--- config.mk ---
export PLATFORM = sky130hd
export DESIGN_NAME = spin_controller_flat
export DESIGN_NICKNAME = d
export VERILOG_FILES = /design/src/rtl/spin_controller_pkg.sv /design/src/rtl/spin_controller_if.sv /design/src/rtl/spin_controller_reel_unit.sv /design/src/rtl/spin_controller.sv /design/src/flat_wrapper.sv
export SDC_FILE = /design/constraint.sdc
export NUM_CORES = 1
export LEC_CHECK = 0
export CAP_MARGIN = 20
export CORE_MARGIN = 1
export CORE_UTILIZATION = 50
export CTS_CLUSTER_DIAMETER = 100
export DETAILED_ROUTE_END_ITERATION = 6
export PLACE_DENSITY = 0.69
export RECOVER_POWER = 25
export SETUP_SLACK_MARGIN = 0.4
export SLEW_MARGIN = 20
export SYNTH_ARGS = -nofsm -noshare
export SYNTH_HDL_FRONTEND = slang
export SYNTH_SLANG_ARGS = --single-unit
--- constraint.sdc ---
create_clock -name clk -period 4.1 [get_ports clk]
set_input_delay 0.41 -clock clk [delete_from_list [all_inputs] [get_ports clk]]
set_output_delay 0.41 -clock clk [all_outputs]
set_load 0.01 [all_outputs]
--- src/rtl/spin_controller_pkg.sv ---
// Shared types and helpers for the three-reel spin controller.
// Latency: n/a (declarations only).
// Backpressure: n/a.
package spin_pkg;

    typedef enum logic [1:0] {
        IDLE   = 2'd0,
        SAMPLE = 2'd1,
        SPIN   = 2'd2,
        DONE   = 2'd3
    } state_t;

    localparam int NUM_REELS = 3;
    localparam int SYM_W     = 4;

    // A single conditional subtract is enough: a 4-bit value is below 16 and
    // NUM_SYMBOLS is at least 8, so the result always lands in 0..NUM_SYMBOLS-1.
    function automatic logic [SYM_W-1:0] mod_sym(input logic [SYM_W-1:0] v,
                                                 input int num_symbols);
        logic [SYM_W-1:0] r;
        r = v;
        if (int'(v) >= num_symbols) begin
            r = SYM_W'(int'(v) - num_symbols);
        end
        return r;
    endfunction

endpackage

--- src/rtl/spin_controller_if.sv ---
// Request/result bundle between the spin controller and its surroundings.
// Latency: n/a (wiring only).
// Backpressure: none; spin is a level request, ignored while busy.
// Ports: rnd_in/spin (and force_en/force_sym when FORCE_TARGET_EN is defined)
// go into the controller; busy/done/reel positions/reel_stopped/jackpot/pair
// come out of it.
interface spin_controller_if;
    import spin_pkg::*;

    logic [SYM_W-1:0]     rnd_in;
    logic                 spin;
`ifdef FORCE_TARGET_EN
    logic                 force_en;
    logic [SYM_W-1:0]     force_sym;
`endif
    logic                 busy;
    logic                 done;
    logic [SYM_W-1:0]     reel0_pos;
    logic [SYM_W-1:0]     reel1_pos;
    logic [SYM_W-1:0]     reel2_pos;
    logic [NUM_REELS-1:0] reel_stopped;
    logic                 jackpot;
    logic                 pair;

`ifdef FORCE_TARGET_EN
    modport master (output rnd_in, spin, force_en, force_sym,
                    input  busy, done, reel0_pos, reel1_pos, reel2_pos,
                           reel_stopped, jackpot, pair);
    modport slave  (input  rnd_in, spin, force_en, force_sym,
                    output busy, done, reel0_pos, reel1_pos, reel2_pos,
                           reel_stopped, jackpot, pair);
`else
    modport master (output rnd_in, spin,
                    input  busy, done, reel0_pos, reel1_pos, reel2_pos,
                           reel_stopped, jackpot, pair);
    modport slave  (input  rnd_in, spin,
                    output busy, done, reel0_pos, reel1_pos, reel2_pos,
                           reel_stopped, jackpot, pair);
`endif

endinterface

--- src/rtl/spin_controller_reel_unit.sv ---
// One reel: position, target, step counter and stop decision.
// Latency: position/stop update on the clk edge where tick_i is high.
// Backpressure: none; a stopped reel simply ignores further ticks.
// Ports: clk, rst, tick_i, load_target_i, clear_i, target_i -> pos_o, stopped_o.
module reel_unit
    import spin_pkg::*;
#(
    parameter int NUM_SYMBOLS = 8,
    parameter int MIN_STEPS   = 8,
    parameter int REEL_IDX    = 0
) (
    input  logic             clk,
    input  logic             rst,
    input  logic             tick_i,
    input  logic             load_target_i,
    input  logic             clear_i,
    input  logic [SYM_W-1:0] target_i,
    output logic [SYM_W-1:0] pos_o,
    output logic             stopped_o
);

    // Worst case the counter reaches MIN_CNT + NUM_SYMBOLS - 1 before the
    // target comes round again.
    localparam int CNT_W   = $clog2(MIN_STEPS * 3 + NUM_SYMBOLS + 1);
    localparam int MIN_CNT = MIN_STEPS * (REEL_IDX + 1);

    logic [SYM_W-1:0] pos_q, pos_d;
    logic [SYM_W-1:0] target_q, target_d;
    logic [CNT_W-1:0] cnt_q, cnt_d;
    logic             stopped_q, stopped_d;

    always_comb begin
        pos_d     = pos_q;
        target_d  = target_q;
        cnt_d     = cnt_q;
        stopped_d = stopped_q;
        if (clear_i) begin
            cnt_d     = '0;
            stopped_d = 1'b0;
        end
        if (load_target_i) begin
            target_d = target_i;
        end
        if (tick_i && !stopped_q) begin
            if ((cnt_q >= CNT_W'(MIN_CNT)) && (pos_q == target_q)) begin
                stopped_d = 1'b1;
            end else begin
                pos_d = (pos_q == SYM_W'(NUM_SYMBOLS - 1)) ? '0 : pos_q + 1'b1;
                cnt_d = cnt_q + 1'b1;
            end
        end
    end

    always_ff @(posedge clk or posedge rst) begin
        if (rst) begin
            pos_q     <= '0;
            target_q  <= '0;
            cnt_q     <= '0;
            stopped_q <= 1'b1;
        end else begin
            pos_q     <= pos_d;
            target_q  <= target_d;
            cnt_q     <= cnt_d;
            stopped_q <= stopped_d;
        end
    end

    assign pos_o     = pos_q;
    assign stopped_o = stopped_q;

endmodule

--- src/rtl/spin_controller.sv ---
// Three-reel spin controller: samples targets from the LFSR stream, steps reels, reports result.
// Latency: accept, 3 sample cycles, SPIN until all reels stop, then a 1-cycle done pulse.
// Backpressure: spin is only accepted in IDLE; requests while busy are dropped, not queued.
// Ports: clk, reset (async active-high), bus (slave side of spin_controller_if).
// Optional: FORCE_TARGET_EN adds force_en/force_sym to override sampled targets.
module spin_controller
    import spin_pkg::*;
#(
    parameter int NUM_SYMBOLS = 8,
    parameter int TICK_DIV    = 2500000,
    parameter int MIN_STEPS   = 8
) (
    input  logic               clk,
    input  logic               reset,
    spin_controller_if.slave   bus
);

    localparam int PW = (TICK_DIV > 1) ? $clog2(TICK_DIV) : 1;

    state_t                state_q, state_d;
    logic [1:0]            samp_q, samp_d;
    logic [PW-1:0]         presc_q, presc_d;
    logic                  jackpot_q, jackpot_d;
    logic                  pair_q, pair_d;

    logic                  accept;
    logic                  tick;
    logic [SYM_W-1:0]      samp_src;
    logic [SYM_W-1:0]      target_sym;
    logic [SYM_W-1:0]      pos [NUM_REELS];
    logic [NUM_REELS-1:0]  stopped;
    logic                  eq01, eq12, eq02;

    assign accept = (state_q == IDLE) && bus.spin;
    assign tick   = (state_q == SPIN) && (presc_q == PW'(TICK_DIV - 1));

`ifdef FORCE_TARGET_EN
    assign samp_src = bus.force_en ? bus.force_sym : bus.rnd_in;
`else
    assign samp_src = bus.rnd_in;
`endif
    assign target_sym = mod_sym(samp_src, NUM_SYMBOLS);

    for (genvar k = 0; k < NUM_REELS; k++) begin : g_reel
        reel_unit #(
            .NUM_SYMBOLS (NUM_SYMBOLS),
            .MIN_STEPS   (MIN_STEPS),
            .REEL_IDX    (k)
        ) u_reel (
            .clk           (clk),
            .rst           (reset),
            .tick_i        (tick),
            .load_target_i ((state_q == SAMPLE) && (samp_q == 2'(k))),
            .clear_i       (accept),
            .target_i      (target_sym),
            .pos_o         (pos[k]),
            .stopped_o     (stopped[k])
        );
    end

    assign eq01 = (pos[0] == pos[1]);
    assign eq12 = (pos[1] == pos[2]);
    assign eq02 = (pos[0] == pos[2]);

    always_comb begin
        state_d   = state_q;
        samp_d    = samp_q;
        presc_d   = presc_q;
        jackpot_d = jackpot_q;
        pair_d    = pair_q;
        case (state_q)
            IDLE: begin
                if (bus.spin) begin
                    state_d   = SAMPLE;
                    samp_d    = '0;
                    presc_d   = '0;
                    jackpot_d = 1'b0;
                    pair_d    = 1'b0;
                end
            end
            SAMPLE: begin
                samp_d = samp_q + 1'b1;
                if (samp_q == 2'd2) begin
                    state_d = SPIN;
                end
            end
            SPIN: begin
                presc_d = tick ? '0 : presc_q + 1'b1;
                // Flags are latched on the way into DONE so they are already
                // valid while the done pulse is high.
                if (&stopped) begin
                    state_d   = DONE;
                    jackpot_d = eq01 && eq12;
                    pair_d    = (eq01 || eq12 || eq02) && !(eq01 && eq12);
                end
            end
            DONE: begin
                state_d = IDLE;
            end
            default: begin
                state_d = IDLE;
            end
        endcase
    end

    always_ff @(posedge clk or posedge reset) begin
        if (reset) begin
            state_q   <= IDLE;
            samp_q    <= '0;
            presc_q   <= '0;
            jackpot_q <= 1'b0;
            pair_q    <= 1'b0;
        end else begin
            state_q   <= state_d;
            samp_q    <= samp_d;
            presc_q   <= presc_d;
            jackpot_q <= jackpot_d;
            pair_q    <= pair_d;
        end
    end

    assign bus.busy         = (state_q != IDLE);
    assign bus.done         = (state_q == DONE);
    assign bus.reel0_pos    = pos[0];
    assign bus.reel1_pos    = pos[1];
    assign bus.reel2_pos    = pos[2];
    assign bus.reel_stopped = stopped;
    assign bus.jackpot      = jackpot_q;
    assign bus.pair         = pair_q;

endmodule

--- src/flat_wrapper.sv ---
// flat-port wrapper written by rule: the top's interface ports become plain ports
module spin_controller_flat import spin_pkg::*;
#(
    parameter int NUM_SYMBOLS = 8,
    parameter int TICK_DIV    = 2500000,
    parameter int MIN_STEPS   = 8
)
  (clk, reset, bus_rnd_in, bus_spin, bus_busy, bus_done, bus_reel0_pos, bus_reel1_pos, bus_reel2_pos, bus_reel_stopped, bus_jackpot, bus_pair);
  spin_controller_if bus_i ();
  input  logic clk;
  input  logic reset;
  input wire logic [$bits(bus_i.rnd_in)-1:0] bus_rnd_in;
  input wire logic [$bits(bus_i.spin)-1:0] bus_spin;
  output wire logic [$bits(bus_i.busy)-1:0] bus_busy;
  output wire logic [$bits(bus_i.done)-1:0] bus_done;
  output wire logic [$bits(bus_i.reel0_pos)-1:0] bus_reel0_pos;
  output wire logic [$bits(bus_i.reel1_pos)-1:0] bus_reel1_pos;
  output wire logic [$bits(bus_i.reel2_pos)-1:0] bus_reel2_pos;
  output wire logic [$bits(bus_i.reel_stopped)-1:0] bus_reel_stopped;
  output wire logic [$bits(bus_i.jackpot)-1:0] bus_jackpot;
  output wire logic [$bits(bus_i.pair)-1:0] bus_pair;
  assign bus_i.rnd_in = bus_rnd_in;
  assign bus_i.spin = bus_spin;
  assign bus_busy = bus_i.busy;
  assign bus_done = bus_i.done;
  assign bus_reel0_pos = bus_i.reel0_pos;
  assign bus_reel1_pos = bus_i.reel1_pos;
  assign bus_reel2_pos = bus_i.reel2_pos;
  assign bus_reel_stopped = bus_i.reel_stopped;
  assign bus_jackpot = bus_i.jackpot;
  assign bus_pair = bus_i.pair;
  spin_controller #(.NUM_SYMBOLS(NUM_SYMBOLS), .TICK_DIV(TICK_DIV), .MIN_STEPS(MIN_STEPS)) u_core (.clk(clk), .reset(reset), .bus(bus_i));
endmodule
---- Word-level counts from Yosys, hierarchy flattened ----
Cells that the tools add are included.
operators by class
  add/subtract/negate cells ............... 9
  order comparisons ....................... 4
  eq/ne operators ......................... 18
  muxes and demuxes ....................... 36
  bitwise gates (word level) .............. 3
  reduce and logical (&&, ||, !) cells .... 32
operators with widths
  operator                 count
  $mux W6                  9
  $mux W22                 2
  $pmux W22 S2             1
  $eq A4 B4 Y1             6
  $add A22 B1 Y22 const B  1
  $eq A22 B22 Y1 const B   1
  $add A6 B1 Y6 const B    3
  $mux W4                  4
  $logic_and A1 B1 Y1      13
  $add A4 B1 Y4 const B    3
  $eq A4 B3 Y1 const B     3
  $ge A6 B5 Y1 const B     2
  $mux W1                  12
  $reduce_and A2 Y1        5
  $reduce_and A3 Y1        3
  $mux W2                  4
  $pmux W2 S4              1
  $eq A2 B2 Y1 const B     3
  $ge A6 B4 Y1 const B     1
  $ne A2 B2 Y1 const B     3
  $reduce_bool A2 Y1       3
  $eq A2 B1 Y1 const B     2
  $ge A4 B4 Y1 const B     1
  $logic_not A1 Y1         4
  7 further kinds          12
storage, ports and cells
  flip-flop bits (word level) ............. 73
  input bits .............................. 7
  output and inout bits ................... 19
  logic and storage cells ................. 119

---- Longest topological paths before layout ----
  word-level depth ........................ 6
  depth in mapped cells ................... 10
  depth with buffers taken out ............ 7

---- Modules after synthesis ----
Synthesis repeated with hierarchy kept, for this count alone.
second synthesis, totals
  cells, all modules ...................... 413
  area total of the unflattened synthesis .. 4,239.1 µm²
by module, submodules not included
  module                                instances  cells an instance  area an instance (µm²)  sequential area each (µm²)
  spin_controller                       1          196                1,789.2                 700.7
  reel_unit at u_core.g_reel[0].u_reel  1          75                 837.1                   376.6
  reel_unit at u_core.g_reel[2].u_reel  1          72                 810.8                   376.6
  reel_unit at u_core.g_reel[1].u_reel  1          70                 802.0                   376.6

---- Worst setup path before layout ----
No wires, ideal clock.
  path type ............................... register to register
  from .................................... register u_core.state_q[0]
  to ...................................... register u_core.g_reel[1].u_reel.pos_q[3]
  library setup time ...................... 0.066 ns
  arrival time ............................ 2.020 ns
  required time ........................... 4.034 ns
  path slack .............................. 2.014 ns
  cell stages (with the launch flop) ...... 10
  path buffers ............................ 2
  period minus slack after synthesis ...... 2.086 ns
  cell sequence ........................... dfrtp_1 inv_1 ha_1 buf_4 nor4bb_1 and4_1 buf_4 o211ai_4 or4_1 nand2_1
on the way
  cells in the longest elaborated chain, start to end .. 4
RTL lines
  element                      line                             RTL
  from (decl)                  spin_controller.sv:20            state_t state_q, state_d;
  from (signal assigned)       spin_controller.sv:114           state_q <= state_d;
  $eq A2 B2 Y1                 spin_controller.sv:35            assign tick = (state_q == SPIN) && (presc_q == PW'(TICK_DIV - 1));
  $logic_and A1 B1 Y1          spin_controller.sv:35
  $logic_and A1 B1 Y1          spin_controller_reel_unit.sv:44  if (tick_i && !stopped_q) begin
  $reduce_and A2 Y1 (no line)  n/a
  to (signal assigned)         spin_controller_reel_unit.sv:61  pos_q <= pos_d;
  to (decl)                    spin_controller_reel_unit.sv:27  logic [SYM_W-1:0] pos_q, pos_d;
Every way passes these cells.
A chain may end at the register's enable or synchronous reset.

---- Final worst setup path ----
  from .................................... register u_core.state_q[0]
  to ...................................... register u_core.g_reel[0].u_reel.pos_q[3]
on the way
  cells in the longest elaborated chain, start to end .. 4
RTL lines
  element                      line
  $eq A2 B2 Y1                 spin_controller.sv:35
  $logic_and A1 B1 Y1          spin_controller.sv:35
  $logic_and A1 B1 Y1          spin_controller_reel_unit.sv:44
  $reduce_and A2 Y1 (no line)  n/a
  to (signal assigned)         spin_controller_reel_unit.sv:61
  to (decl)                    spin_controller_reel_unit.sv:27
Every way passes these cells.

==> out/summary.md <==
* **result of the run** finished, violations left
* **failing checks** capacitance limit, slew limit
* **count of unique library cells instantiated by Yosys** 46
* **post-route clock period utilization** 64.1%
* **Max Buffers Root-to-Sink** 2
* **global-route wire length before repair** 14600 um
* **worst path cell trace** inv_1 > ha_1 > nor4bb_1 > and4_1 > o211ai_4 > or4_1 > nand2_1
* **total standard cell area after synthesis** 4090 um2
* **max-cap check violation count** 1
* **relative max-transition margin** -5.46%
* **unrepaired setup endpoints after global routing** false
* **number of failing setup endpoints in the final timing report** 0
* **initial core utilization** 52.4%
* **core area** 7810 um2
* **number of setup buffers added after CTS** 0
* **net count reported at finish** 468
* **filler cell count** 699
* **clk_skew** 0.0107 ns
* **CTS tree** done
* **Resized cells post-CTS** 0
* **mux share of post-synthesis cell area** 3.86%
* **Synth-to-Final Area Change** 12.9%
* **dominant combinational cell family by area after synthesis** simple AND/OR/NAND/NOR gates
* **die outline area** 8540 um2
* **I/O Pins** 26
* **number of buffers created by CTS** 9
* **number of max-slew violations in the final report** 42
* **number of nets produced by synthesis** 452
* **wire length after detailed routing** 8410 um
* **Setup Total Neg Slack** 0 ns
* **Req. time, crit path** 4.39 ns
* **endpoint type of the worst setup path** register
* **Max stage delay cell, worst path** sky130_fd_sc_hd__or4_1
* **top_reg_cell synth** sky130_fd_sc_hd__dfrtp_1
* **largest cells by area after synthesis** sky130_fd_sc_hd__dfrtp_1 (43%), sky130_fd_sc_hd__ha_1 (5.2%), sky130_fd_sc_hd__xor2_1 (4.1%), sky130_fd_sc_hd__nand2_1 (3.9%), sky130_fd_sc_hd__mux2_2 (3.9%)
* **crit path capture** u_core.g_reel[0].u_reel.pos_o[3]
* **number of enable-type register cells in the synthesized netlist** 0
* **clock network latency to the later pin of the worst-skew pair** 0.35 ns
* **half-perimeter wire length after placement** 5800 um
* **clock sink count** 73
* **GRT Resource Usage Total** 21.7%
* **post-placement setup slack** 1.51 ns
* **Detail Route Antenna Nets** 0
* **data arrival time at the worst-slack endpoint** 2.92 ns
* **Final Wtd Congestion** 0.806
* **number of port buffers** 24
* **Synth Warn #** 0
* **largest area contributor in the synthesized netlist** sky130_fd_sc_hd__dfrtp_1
* **leakage power of the design** 2.06 nW
* **Adder-Cell Fraction of Synth Area** 5.20%
* **average routed wire per standard cell** 15.3 um
* **origin of the critical flop-to-flop path** u_core.state_q[0]
* **count of vias placed by the detailed router** 3102
* **portion of synthesized cell area occupied by the leading cell type** 42.8%
* **highest-count cells in the layout ignoring fill and taps** sky130_fd_sc_hd__dfrtp_1 (70), sky130_fd_sc_hd__nand2_1 (43), sky130_fd_sc_hd__nand3_1 (29), sky130_fd_sc_hd__o21ai_0 (28), sky130_fd_sc_hd__inv_1 (26)
* **endpoints failing hold** 0
* **async set-reset flop share out of synthesis** 100%
* **hold-fix buffers at CTS** 0
* **PnR worst setup slack** 1.47 ns
* **mean post-synth cell area** 9.55 um2
* **slack of the worst reg-to-reg path** 1.47 ns
* **share of post-route cells with drive strength above 1** 11.8%
* **detailed-route vias per instance** 5.63
* **number of antenna violations at the first check in global routing** 0
* **Power Density** 449 nW/um2
* **part of the Yosys area used for sequential elements** 44.8%
* **depth of the worst register-to-register path** 7
* **leftover overflow at the end of global routing** 0
* **detailed-routing iteration count for the pre-antenna-repair pass** 4
* **via count of the first global-routing pass** 3106
* **leading cell type in the layout, fill and taps excluded** sky130_fd_sc_hd__dfrtp_1
* **Root Buffer** sky130_fd_sc_hd__clkbuf_8
* **maximum clock frequency** 0.380 GHz
* **transition time at the pin with the least slew margin** 1.58 ns
* **die width** 92.4 um
* **crit start category** register
* **Post-Syn Instances** 428
* **Simple-Gate Fraction of Synth Area** 18.6%
* **worst min-delay path class** reg -> reg
* **VDD IR max** 0.226 mV
* **Clock H-tree levels** 3
* **die height** 92.4 um
* **Max FO, Critical Path** 18
* **post-synthesis compound-gate area fraction** 15.5%
* **row count** 32
* **largest net degree at the start of global routing** 42
* **Crit Path Class** reg -> reg
* **fraction of synthesized cell area in xor and xnor cells** 7.07%
* **critical path's largest stage delay** 0.52 ns
* **R2R Path End** u_core.g_reel[0].u_reel.pos_o[3]
* **Final min period** 2.63 ns
* **antenna diode count** 0
* **clock slew at the register clock pins of the worst setup and hold paths** 0.08 ns
* **Crit. Startpoint** u_core.state_q[0]
* **flops & latches, synth** 73
* **final core utilization** 59.1%
* **count of routing violations after the opening detailed-route iteration** 133
* **DRC violation count after routing** 0
==> per-stage QoR <==
step	power, mW	instance area (um2)	cells	hold WS (ns)
6_report	2.07	4620	551	0.493
5_1_grt	2.20	4620	551	0.529
4_1_cts	2.09	4620	551	0.497
3_5_place_dp	1.41	4370	535	0.486
3_3_place_gp	1.38	4370	535	0.474
2_1_floorplan	1.26	4090	428	0.443
==> cell type report <==
type                       instances  area, um2  share of cell area (%)
clock buffer                       9        124                    2.68
clock inverter                     7        119                    2.58
inverter                          26       97.6                    2.11
multi-input combinational        307       2050                    44.5
sequential                        73       1830                    39.7
tap                              102        128                    2.76
timing repair buffer              27        263                    5.69
==> worst max-delay path: cells and delay by family, from the launching register on <==
kind	cells	cell delay [ns]
and+or+nand+nor	4	1.40
buffers and inverters	1	0.12
DFF	1	0.40
AOI/OAI and AO/OA	1	0.26
adders and majority gates	1	0.36
==> how the worst min path moves through the flow <==
stage                             from                 end  slack [ns]  depth (start not counted)
CTS                 u_core.presc_q[21]  u_core.presc_q[21]        0.50                          1
floorplan           u_core.presc_q[21]  u_core.presc_q[21]        0.44                          1
detailed placement  u_core.presc_q[21]  u_core.presc_q[21]        0.49                          1
global placement    u_core.presc_q[21]  u_core.presc_q[21]        0.47                          1
finish              u_core.presc_q[21]  u_core.presc_q[21]        0.49                          1
global route         u_core.presc_q[9]   u_core.presc_q[9]        0.53                          1
==> Yosys cell counts (all sizes together) (9+ instances only) <==
cell and instances:
a21oi 22, a31oi 10, buf 9, clkbuf 13, dfrtp 70, ha 17
inv 26, mux2 14, nand2 43, nand3 29, nor2 19, nor3 10
o21ai 28, xnor2 14, xor2 19
==> cell families after synthesis <==
kind of cell               after synthesis
AOI/OAI and AO/OA                       95
buffers and inverters                   48
adders and majority gates               17
and+or+nand+nor                        148
xor gates and xnor gates                33
muxes                                   14
DFF                                     73
==> power by group <==
part           switching (mW)  total, mW  internal [mW]  leakage [nW]
Combinational           0.322      0.531          0.209         0.962
Clock                   0.277      0.681          0.404         0.115
Sequential             0.0626      0.861          0.799         0.980
==> registers in the layout (all words and copies together), names as in the netlist <==
name and flops:
u_core.bus.pair 1, u_core.presc_q 22, u_core.g_reel.u_reel.stopped_o 3, u_core.bus.jackpot 1
u_core.g_reel.u_reel.pos_o 12, u_core.g_reel.u_reel.cnt_q 18, u_core.state_q 2, u_core.g_reel.u_reel.target_q 12
u_core.samp_q 2
==> metal layers <==
metal	vias to the layer above	share of wire, %	track usage (%)
li1	1545	-	-
met1	1502	48	27.8
met2	44	48	36.4
met3	11	2.6	3.78
met4	0	1.5	8.98
met5	-	0	0
No activity file was read; power rests on OpenSTA's default activity.
==> edit 1: new RTL, config.mk and constraints unchanged <==
Encoding of `state_t`: now Gray code (2 bits for 4 states).
--- a/src/rtl/spin_controller_pkg.sv
+++ b/src/rtl/spin_controller_pkg.sv
@@ -4,10 +4,10 @@
 package spin_pkg;
 
     typedef enum logic [1:0] {
-        IDLE   = 2'd0,
-        SAMPLE = 2'd1,
-        SPIN   = 2'd2,
-        DONE   = 2'd3
+        IDLE   = 2'b00,
+        SAMPLE = 2'b01,
+        SPIN   = 2'b11,
+        DONE   = 2'b10
     } state_t;
 
     localparam int NUM_REELS = 3;
Formal check against the unedited RTL: no difference found for any inputs over 10 cycles, from zero or initial values and one cycle with reset high; not proved beyond that.
==> edit 1 against the original RTL <==
  * Fmax fell by 2.7%
  * Sequential cell count did not move
  * Critical path depth fell by 1
  * Power rose by 23%
  * Largest cell class unchanged
  * Die area rose by 2.4%
  * Final area fell by 0.65%
  * Synthesized area rose by 2.4%
  * Synthesized cell count rose by 3.5%
  * Routed wire length rose by 7.2%
  * Worst setup slack got worse by 0.072 ns
==> edit 1: results <==
set metrics [dict create \
    status "finished clean" \
    synth.area.mux_share_pct 7.200 \
    synth_compound_area_share_pct 11.14 \
    nFillCells 742 \
    synth_cell_type_count 49 \
    synth_xor_area_share_pct 6.902 \
    slowest_delay_ns 0.77 \
    place_ws_ns 1.373 \
    cp.arrival_ns 2.93 \
    final_nets 467 \
    critPathSlowestCell "a2111oi_4" \
    peakVddDrop_mv 0.3027 \
    clock_skew_ns 0.007368 \
    p_leak_nw 2.093 \
    grt_use_total_pct 22.89 \
    grt_max_degree 30 \
    grt_pass1_wl_microns 15390 \
    netlist_instances 443 \
    synth_adder_area_share_pct 3.585 \
    ys_seq_area_share_pct 43.71 \
    wl_per_cell_microns 16.16 \
    synth_nets 462 \
    finalCritPeriodShare_pct 65.87 \
    via_per_inst 5.715 \
    synthTopCellsByCount "dfrtp_1 (70), nand2_1 (68), xor2_1 (27)" \
    tightest_slew_ns 1.283 \
    place_area_sq_um 4397 \
]
-- edit 1: worst paths after layout --
check,end,cells after the start,start,slack [ns]
setup / recovery,u_core.g_reel[2].u_reel.pos_o[3],6,u_core.presc_q[0],1.40
hold / removal,u_core.g_reel[0].u_reel.cnt_q[5],1,u_core.g_reel[0].u_reel.cnt_q[5],0.49
setup reg to reg,u_core.g_reel[2].u_reel.pos_o[3],6,u_core.presc_q[0],1.40
hold reg to reg,u_core.g_reel[0].u_reel.cnt_q[5],1,u_core.g_reel[0].u_reel.cnt_q[5],0.49
max in group asynchronous,u_core.presc_q[15],3,reset,1.76
min in group asynchronous,u_core.g_reel[1].u_reel.cnt_q[3],2,reset,0.69
-- edit 1: layout make-up --
cell class / count / area, sq um / share of cell area, %
Multi-Input combinational cell: 319 / 2117 / 46.17
Sequential cell: 73 / 1831 / 39.92
Timing Repair Buffer: 27 / 259.0 / 5.648
Clock buffer: 12 / 135.1 / 2.947
Tap cell: 105 / 131.4 / 2.865
Inverter: 18 / 67.56 / 1.473
Clock inverter: 4 / 45.04 / 0.9823
-- edit 1: metal layers --
layer	GRT usage, %	routed length (microns)	vias to the layer above	part of all wire (%)
met5	0	0	-	0
met4	7.051	125	0	1.4
met3	3.984	288	12	3.2
met2	35.78	4318	71	48
met1	32.42	4286	1549	48
li1	-	-	1557	-
-- edit 1: power by group through the flow --
| stage | clock (mW) | sequential [mW] | combinational, mW |
|---|---|---|---|
| after global placement | 0 | 1.24 | 0.718 |
| after CTS | 0.545 | 1.24 | 0.763 |
| after detailed placement | 0 | 1.25 | 0.757 |
| final | 0.532 | 1.25 | 0.764 |
| after floorplan | 0 | 1.12 | 0.681 |
| after global routing | 0.578 | 1.29 | 0.868 |
==> edit 2: new RTL, same settings <==
Made on the original files. Set the package constant `NUM_REELS` to 5 (it was 3).
--- a/src/rtl/spin_controller_pkg.sv
+++ b/src/rtl/spin_controller_pkg.sv
@@ -10,7 +10,7 @@
         DONE   = 2'd3
     } state_t;
 
-    localparam int NUM_REELS = 3;
+    localparam int NUM_REELS = 5;
     localparam int SYM_W     = 4;
 
     // A single conditional subtract is enough: a 4-bit value is below 16 and
Interface: changed (resized bus_reel_stopped); port bits go from 26 to 28. No check against the original RTL was run, so the function may have changed too.
==> edit 2 against the original RTL <==
  * Worst setup slack worse by 0.22 ns
  * Routed wire length up 42%
  * Cell count up 33%
  * Die area up 36%
  * Worst hold slack better by 0.040 ns
  * Combinational power up 30%
  * Count of clock-buffer cells in the layout up 2
  * Largest power group unchanged
  * Critical path type unchanged
  * Critical endpoint is now u_core.g_reel[1].u_reel.pos_o[3]
  * Final area up 32%
  * Critical path depth down 2
  * Synthesized area up 37%
  * Power up 20%
  * Sequential cell count up 26
==> edit 2: results <==
set metrics [dict create \
    synthTopCellsByArea "dfrtp_1 (42%), mux2_2 (5.2%), ha_1 (5.1%)" \
    largest_register "u_core.g_reel.u_reel.cnt_q" \
    r2r_start "u_core.presc_q[15]" \
    synth_cell_type_count 60 \
    layout-drive-gt1-share_pct 11.49 \
    p_total_mw 2.482 \
    drt_iter0_markers 293 \
    grt_pass1_vias 4128 \
    grt_use_total_pct 22.76 \
    met1_length_microns 5621 \
    grt_pass1_wl_microns 20270 \
    fin_crit_ns 2.850 \
    grtUsageMet2_pct 36.31 \
    globalplace.congestion 0.8551 \
    use_met3_pct 6.389 \
    p_leak_nw 2.637 \
    dr.pass1.iters 6 \
    place_area_sq_um 5907 \
    tightest_slew_ns 1.036 \
    route.met2.wl_microns 5606 \
    grt_max_degree 77 \
    clock_skew_ns 0.007696 \
    areaGrowthSynthToFinish_pct 8.517 \
    crit_end "u_core.g_reel[1].u_reel.pos_o[3]" \
    dp_hpwl_microns 8420 \
    met1_usage_pct 30.03 \
    r2r_cells 5 \
    holdWs_ns 0.5330 \
    cp.arrival_ns 3.18 \
    synthTopCellsByCount "dfrtp_1 (94), nand2_1 (68), nand3_1 (45)" \
    place_ws_ns 1.297 \
    routed_wl_microns 11970 \
    wl_met3_microns 542 \
    status "finished clean" \
    crit_fanout 12 \
    io_buffers 26 \
]
## edit 2: cell count changes in the layout (fill, tap and decap cells not counted), sizes merged, moves of 5 or more
cell   before  now
a31oi      10   17
nand3      29   45
inv        26   33
ha         17   23
mux2       14   26
nor2       19   25
xnor2      14   23
nand2      43   69
mux2i       0   10
dfrtp      70   94
o21ai      28   33
xor2       19   26
## edit 2: report_power, final
group | switching [mW] | internal, mW | leakage, nW | total, mW
Clock | 0.361 | 0.240 | 0.0859 | 0.600
Combinational | 0.421 | 0.270 | 1.22 | 0.691
Sequential | 0.107 | 1.08 | 1.33 | 1.19
## edit 2: cells by family after synthesis
kind of cell | Yosys count | synth area share [%]
buffers and inverters | 62 | 5.351
DFF | 99 | 44.26
and+or+nand+nor | 196 | 17.86
AOI/OAI and AO/OA | 110 | 12.75
adders and majority gates | 23 | 5.128
muxes | 36 | 7.001
xor gates and xnor gates | 49 | 7.648
## edit 2: how the worst min path moves through the flow
stage,startpoint,end,cells past startpoint
floorplan,u_core.presc_q[20],u_core.presc_q[20],1
global placement,u_core.g_reel[2].u_reel.target_q[3],u_core.g_reel[2].u_reel.target_q[3],1
detailed placement,u_core.presc_q[10],u_core.presc_q[10],1
CTS,u_core.presc_q[10],u_core.presc_q[10],1
global route,u_core.g_reel[0].u_reel.stopped_o,u_core.g_reel[0].u_reel.stopped_o,2
finish,u_core.presc_q[10],u_core.presc_q[10],1
## edit 2: layout make-up
type / count / area share, %
Inverter: 32 / 2.014
Multi-Input combinational cell: 414 / 46.50
Clock buffer: 11 / 2.322
Timing Repair Buffer: 31 / 4.890
Sequential cell: 99 / 40.78
Tap cell: 140 / 2.877
Clock inverter: 5 / 0.6164
